==> config.mk <==
export PLATFORM = sky130hd
export DESIGN_NAME = bcd_digit_serial_ctrl
export DESIGN_NICKNAME = d
export VERILOG_FILES = /design/src/rtl/bcd_digit_serial_ctrl.sv
export SDC_FILE = /design/constraint.sdc
export NUM_CORES = 1
export LEC_CHECK = 0
export ABC_AREA = 1
export BUFFER_PORTS_ARGS = -buffer_cell sky130_fd_sc_hd__buf_2
export CELL_PAD_IN_SITES_DETAIL_PLACEMENT = 0
export CELL_PAD_IN_SITES_GLOBAL_PLACEMENT = 1
export CORE_AREA = 2 2 66 68
export DETAILED_ROUTE_END_ITERATION = 6
export DIE_AREA = 0 0 68 70
export PLACE_DENSITY = 0.79
export SETUP_SLACK_MARGIN = 0.02
export SLEW_MARGIN = 20
export SYNTH_ARGS = -nofsm -noshare
export SYNTH_HDL_FRONTEND = slang
export SYNTH_SLANG_ARGS = --single-unit
==> constraint.sdc <==
create_clock -name clk -period 3.6 [get_ports clk]
set_input_delay 0.72 -clock clk [delete_from_list [all_inputs] [get_ports clk]]
set_output_delay 0.72 -clock clk [all_outputs]
set_load 0.02 [all_outputs]
==> src/rtl/bcd_digit_serial_ctrl.sv <==
// Sequencer for a shared single-digit BCD increment cell: walks an NDIG-digit
// stored value LSD first, applying +1 and stopping as soon as the carry dies.
module bcd_digit_serial_ctrl #(
  parameter int unsigned NDIG = 4
) (
  input  logic                clk,
  input  logic                rst,
  input  logic                start,
  input  logic                load,
  input  logic [4*NDIG-1:0]   load_val,
  output logic [4*NDIG-1:0]   value,
  output logic                busy,
  output logic                done,
  output logic                overflow,
  output logic [3:0]          cell_a,
  output logic                cell_c,
  input  logic [3:0]          cell_b,
  input  logic                cell_d
);

  localparam int unsigned VW   = 4 * NDIG;
  localparam int unsigned IDXW = (NDIG > 1) ? $clog2(NDIG) : 1;

  localparam logic [1:0] ST_IDLE = 2'd0;
  localparam logic [1:0] ST_RUN  = 2'd1;
  localparam logic [1:0] ST_DONE = 2'd2;

  logic [1:0]      state_q, state_d;
  logic [VW-1:0]   value_q, value_d;
  logic [IDXW-1:0] idx_q, idx_d;
  logic            carry_q, carry_d;
  logic            ovf_q, ovf_d;
  logic            last_digit;

  assign last_digit = (idx_q == IDXW'(NDIG - 1));

  // Next-state and datapath update
  always_comb begin
    state_d = state_q;
    value_d = value_q;
    idx_d   = idx_q;
    carry_d = carry_q;
    ovf_d   = ovf_q;
    case (state_q)
      ST_IDLE: begin
        if (load) begin
          value_d = load_val;
          ovf_d   = 1'b0;
        end else if (start) begin
          idx_d   = '0;
          carry_d = 1'b1;
          ovf_d   = 1'b0;
          state_d = ST_RUN;
        end
      end
      ST_RUN: begin
        for (int unsigned i = 0; i < NDIG; i++) begin
          if (idx_q == IDXW'(i)) value_d[4*i +: 4] = cell_b;
        end
        carry_d = cell_d;
        if (!cell_d || last_digit) begin
          ovf_d   = cell_d & last_digit;
          state_d = ST_DONE;
        end else begin
          idx_d = idx_q + IDXW'(1);
        end
      end
      ST_DONE: state_d = ST_IDLE;
      default: state_d = ST_IDLE;
    endcase
  end

  // Cell operands: selected digit and running carry, zero outside RUN
  always_comb begin
    cell_a = 4'd0;
    cell_c = 1'b0;
    if (state_q == ST_RUN) begin
      for (int unsigned i = 0; i < NDIG; i++) begin
        if (idx_q == IDXW'(i)) cell_a = value_q[4*i +: 4];
      end
      cell_c = carry_q;
    end
  end

  always_ff @(posedge clk) begin
    if (rst) begin
      state_q <= ST_IDLE;
      value_q <= '0;
      idx_q   <= '0;
      carry_q <= 1'b0;
      ovf_q   <= 1'b0;
    end else begin
      state_q <= state_d;
      value_q <= value_d;
      idx_q   <= idx_d;
      carry_q <= carry_d;
      ovf_q   <= ovf_d;
    end
  end

  assign value    = value_q;
  assign overflow = ovf_q;
  assign busy     = (state_q == ST_RUN);
  assign done     = (state_q == ST_DONE);

endmodule

==> flow_summary.ini, run 1 <==
[clock_tree]
root_buffer = clkbuf_8
path_clk_slew_ps = 90
clock_latency_ps = 280
cts_sinks = 22
cts_resized = 0
cts_buffers = 3
ctsLongestPathBuffers = 2
hold_buffers = 0
cts_tree = yes
post-cts-setup-buffer-count = 0
htreeDepth = 1

[synthesis]
syn_avg_cell_area_um2 = 6.49
synth_top_area_share_pct = 31.3
yosysTopAreaCell = dfxtp_1
synth_area_um2 = 1410
synth-seq-area-share_pct = 31.3
syn_nets = 246
synthFlopType = dfxtp_1
netlist_instances = 217
async_flop_share_pct = 0
yosys_warnings = 0
yosysMostFrequentCell = nand2_1
synth_cell_types = 22
ys_top_cells_by_area = dfxtp_1, nand2_1, nor2_1
ys_seq_elements = 22
netlist_top_cells_count = nand2_1, nor2_1, dfxtp_1, inv_1
synth_edf_count = 0

[setup_path]
crit_type = reg -> out
required_ps = 2880
critPathMaxStageDelay_ps = 360
worstPathArrival_ps = 1760
cp_max_fo = 8
end_kind = output port
slowest_stage = dfxtp_1
cp_common_cell = inv_1
path_cells = inv_1 -> ha_1 -> inv_1 -> nand3_1 -> o21ai_0 -> nand2_1 -> a21oi_1 -> buf_2
cp-start-kind = flop

[final_layout]
drive_above_1_share_pct = 25.1
fillers = 477
n_antenna_cell = 0
syn_to_final_growth_pct = 21.6
num-nets-final = 293
final_cells = 315

[outcome]
outcome = complete, no violations

[sta]
rsz0062_at_grt = false
fin_tns_setup_ps = 0
min_period_ps = 2480
finalSetupViolCount = 0
hold_viol_final = 0
fmax_ghz = 0.404
skew_ps = 9.28
worst_slew_pin_slew_ps = 600
slew_violations = 0
relSlewSlack_pct = 60.0
min_period_over_period_pct = 68.8
holdWs_ps = 470

[routing]
drc = 0
drtIter0Drc = 72
vias = 1425
routed_wl_um = 3730
drt_first_pass_iters = 4
vias_per_cell = 4.52
ant_nets = 0
routedWlPerCell_um = 11.8

[floorplanning]
initial_core_util_pct = 34.0
die_w_um = 68
core_area_um2 = 4140
die_h_um = 70
io_pins = 49
row_count = 24
die-area_um2 = 4760

[power]
powerDensity_nw_per_um2 = 399
p_clk_share_pct = 27.7
seqPwrFrac_pct = 41.6
internal_power_mw = 0.441
swShare_pct = 35.5
power.switching_mw = 0.243
leakage_nw = 0.942
comb_power_share_pct = 30.7
peakVddDrop_uv = 150

[global_route]
antenna_found_initial = 0
grt_use_total_pct = 16.7
grt_overflow = 0
grt_pass1_vias = 1327
grt_max_degree = 21
grt_pass1_wl_um = 6040

[placed_design]
gp_congestion = 0.813
dpl.cell_count = 311
port-buffer-count = 48
place_hpwl_um = 2860

[job]
cap_violations = 0

[hold_path]
hp-class = reg -> reg
## per-layer routing
layer	up-vias	wire length [µm]	global-route usage [%]
li1	781	-	-
met1	605	1730	22.8
met5	-	0	0
met3	5	181	2.42
met2	34	1750	26.0
met4	0	72	7.11
## cells by family (layout without fill, tap and decap cells)
| family | count (synthesis) | after routing | synth area share (%) |
|---|---|---|---|
| adders and majority gates | 4 | 4 | 3.56 |
| buffers and inverters | 24 | 70 | 9.16 |
| and+or+nand+nor | 143 | 143 | 46.7 |
| DFF | 22 | 22 | 31.3 |
| AOI/OAI and AO/OA | 24 | 24 | 9.33 |
## critical path: cells and delay by family (launching register included)
| kind | cells | cell delay (ps) |
|---|---|---|
| AOI/OAI and AO/OA | 2 | 240 |
| DFF | 1 | 360 |
| buffers and inverters | 3 | 440 |
| and+or+nand+nor | 2 | 180 |
| adders and majority gates | 1 | 250 |
## cell type report
class / count / area (µm²) / area share (%)
clock buffers: 4 / 55.1 / 3.22
multi-input cells: 171 / 838 / 49.0
flip-flops and latches: 22 / 440 / 25.7
well taps: 52 / 65.1 / 3.80
inverters: 18 / 72.6 / 4.24
repair buffers: 48 / 240 / 14.0
## metrics by stage
stage               utilization, %  cell area [µm²]  total power [mW]  worst slack, ps
floorplan                        -             1410             0.443             1560
global placement              40.0             1660             0.503             1470
detailed placement            40.0             1660             0.502             1450
CTS                           41.3             1710             0.687             1120
global route                  41.3             1710             0.726              904
finish                        41.3             1710             0.684             1120
## layout by cell type (no fill, tap or decap)
cell	count
dfxtp_1	22
nor2_2	1
nor2_1	42
a21oi_1	11
nor3_1	1
inv_2	2
buf_2	48
nor2_8	1
nand3b_1	12
o21ai_0	10
inv_1	15
nand3_1	12
nand2_1	66
inv_6	1
ha_1	4
a21oi_2	3
nand2_2	2
clkbuf_8	4
nand4_1	2
nand2_4	4
## final timing paths
path	slack, ps	to	startpoint	cells after the start
min reg2reg	470	carry_q	carry_q	2
min	470	carry_q	carry_q	2
max	1120	cell_a[0]	idx_q[1]	8
max reg2reg	2160	idx_q[1]	idx_q[0]	7
## power by group through the flow
| stage | combinational [mW] | sequential (mW) | clock, mW |
|---|---|---|---|
| 2_1_floorplan | 0.132 | 0.311 | 0 |
| 3_3_place_gp | 0.212 | 0.291 | 0 |
| 3_5_place_dp | 0.211 | 0.290 | 0 |
| 4_1_cts | 0.213 | 0.285 | 0.189 |
| 5_1_grt | 0.239 | 0.287 | 0.199 |
| 6_report | 0.210 | 0.284 | 0.189 |
## flip-flops by register name, indices dropped and copies added, names as in the netlist
register / cells
state_q: 2
carry_q: 1
idx_q: 2
overflow: 1
value: 16
No activity file was read; power rests on OpenSTA's default activity.
==> inputs of run 2 (changes only) <==
--- a/config.mk
+++ b/config.mk
@@ -9,10 +9,10 @@
 export BUFFER_PORTS_ARGS = -buffer_cell sky130_fd_sc_hd__buf_2
 export CELL_PAD_IN_SITES_DETAIL_PLACEMENT = 0
 export CELL_PAD_IN_SITES_GLOBAL_PLACEMENT = 1
-export CORE_AREA = 2 2 66 68
+export CORE_AREA = 2 2 72 74
 export DETAILED_ROUTE_END_ITERATION = 6
-export DIE_AREA = 0 0 68 70
-export PLACE_DENSITY = 0.79
+export DIE_AREA = 0 0 74 76
+export PLACE_DENSITY = 0.7
 export SETUP_SLACK_MARGIN = 0.02
 export SLEW_MARGIN = 20
 export SYNTH_ARGS = -nofsm -noshare
==> constraint.sdc (replaced) <==
create_clock -name clk -period 2.2 [get_ports clk]
set_input_delay 0.44 -clock clk [delete_from_list [all_inputs] [get_ports clk]]
set_output_delay 0.44 -clock clk [all_outputs]
set_load 0.02 [all_outputs]
==> flow_summary.ini, run 2 (synthesis gave the netlist of run 1 again) <==
[clock_tree]
clock_latency_ps = 270
htreeDepth = 1
cts_resized = 1
post-cts-setup-buffer-count = 0
cts_buffers = 3
root_buffer = clkbuf_8
ctsLongestPathBuffers = 2
path_clk_slew_ps = 80
cts_tree = yes
cts_sinks = 22
hold_buffers = 0

[routing]
drt_first_pass_iters = 4
vias = 1454
drtIter0Drc = 57
routed_wl_um = 3890
routedWlPerCell_um = 11.6
ant_nets = 0
drc = 0
vias_per_cell = 4.34

[outcome]
outcome = complete, no violations

[floorplanning]
die-area_um2 = 5620
die_h_um = 76
io_pins = 49
die_w_um = 74
core_area_um2 = 4910
initial_core_util_pct = 28.7
row_count = 26

[hold_path]
hp-class = in -> reg

[sta]
fmax_ghz = 0.484
rsz0062_at_grt = false
skew_ps = 6.75
finalSetupViolCount = 0
fin_tns_setup_ps = 0
worst_slew_pin_slew_ps = 599
relSlewSlack_pct = 60.0
min_period_ps = 2070
min_period_over_period_pct = 93.9
slew_violations = 0
hold_viol_final = 0

[setup_path]
cp-start-kind = flop
end_kind = output port
r2r_setup_slack_ps = 750
required_ps = 1760
cp_max_fo = 7
crit_type = reg -> out
worstPathArrival_ps = 1630

[global_route]
grt_overflow = 0
grt_pass1_vias = 1391
grt_use_total_pct = 14.8
grt_max_degree = 21
antenna_found_initial = 0
grt_pass1_wl_um = 6570

[final_layout]
syn_to_final_growth_pct = 24.8
layout_commonest_cell = nand2_1
n_antenna_cell = 0
drive_above_1_share_pct = 26.8
mostFrequentLayoutCells = nand2_1, buf_2, nor2_1
final_cell_area_um2 = 1760
largest_reg_flops = 16
num-nets-final = 295

[placed_design]
placed_cell_area_um2 = 1690
place_hpwl_um = 3090
port-buffer-count = 48
gp_congestion = 0.780

[power]
leakage_nw = 0.950
peakVddDrop_uv = 203
powerDensity_nw_per_um2 = 635

[job]
cap_violations = 0
## run 2: changes by cell type in the layout (fill, tap and decap cells not counted), sizes merged
cell / change
buf: +2
## run 2: metrics by stage
stage	hold slack, ps	power [mW]	utilization [%]	setup slack (ps)	instances
2_1_floorplan	434	0.724	-	439	217
3_3_place_gp	451	0.830	34.5	372	331
3_5_place_dp	466	0.828	34.5	327	331
4_1_cts	350	1.12	35.6	67.6	335
5_1_grt	362	1.19	35.8	34.5	335
6_report	354	1.12	35.8	133	335
## run 2: metal layers
layer	track usage, %	vias to the layer above	share of wire (%)
li1	-	787	-
met1	20.0	625	46
met2	23.9	38	48
met3	1.46	4	4.3
met4	6.00	0	1.5
met5	0	-	0
## run 2: worst max-delay path: stages (launching register included)
cell and delay, ps:
dfxtp_1 380, inv_1 100, ha_1 310, inv_1 160
nand2_1 70, a21oi_1 150, buf_2 190
## run 2: final timing paths
check | start | endpoint | depth (start not counted)
worst max-delay path | idx_q[0] | cell_a[2] | 6
worst min-delay path | rst | state_q[0] | 2
worst max register to register | state_q[0] | value[3] | 7
worst min register to register | carry_q | carry_q | 2
## run 2: where the power goes
| group | internal, mW | switching (mW) |
|---|---|---|
| logic | 0.128 | 0.224 |
| clock network | 0.160 | 0.138 |
| registers | 0.438 | 0.0288 |
| total | 0.725 | 0.391 |
## run 2: final cells by class
| cell class | instances | area [µm²] |
|---|---|---|
| inverter | 18 | 72.6 |
| clock buffer | 4 | 55.1 |
| sequential | 22 | 440 |
| multi-input combinational | 171 | 843 |
| tap | 70 | 87.6 |
| fill | 568 | 3160 |
| timing repair buffer | 50 | 258 |
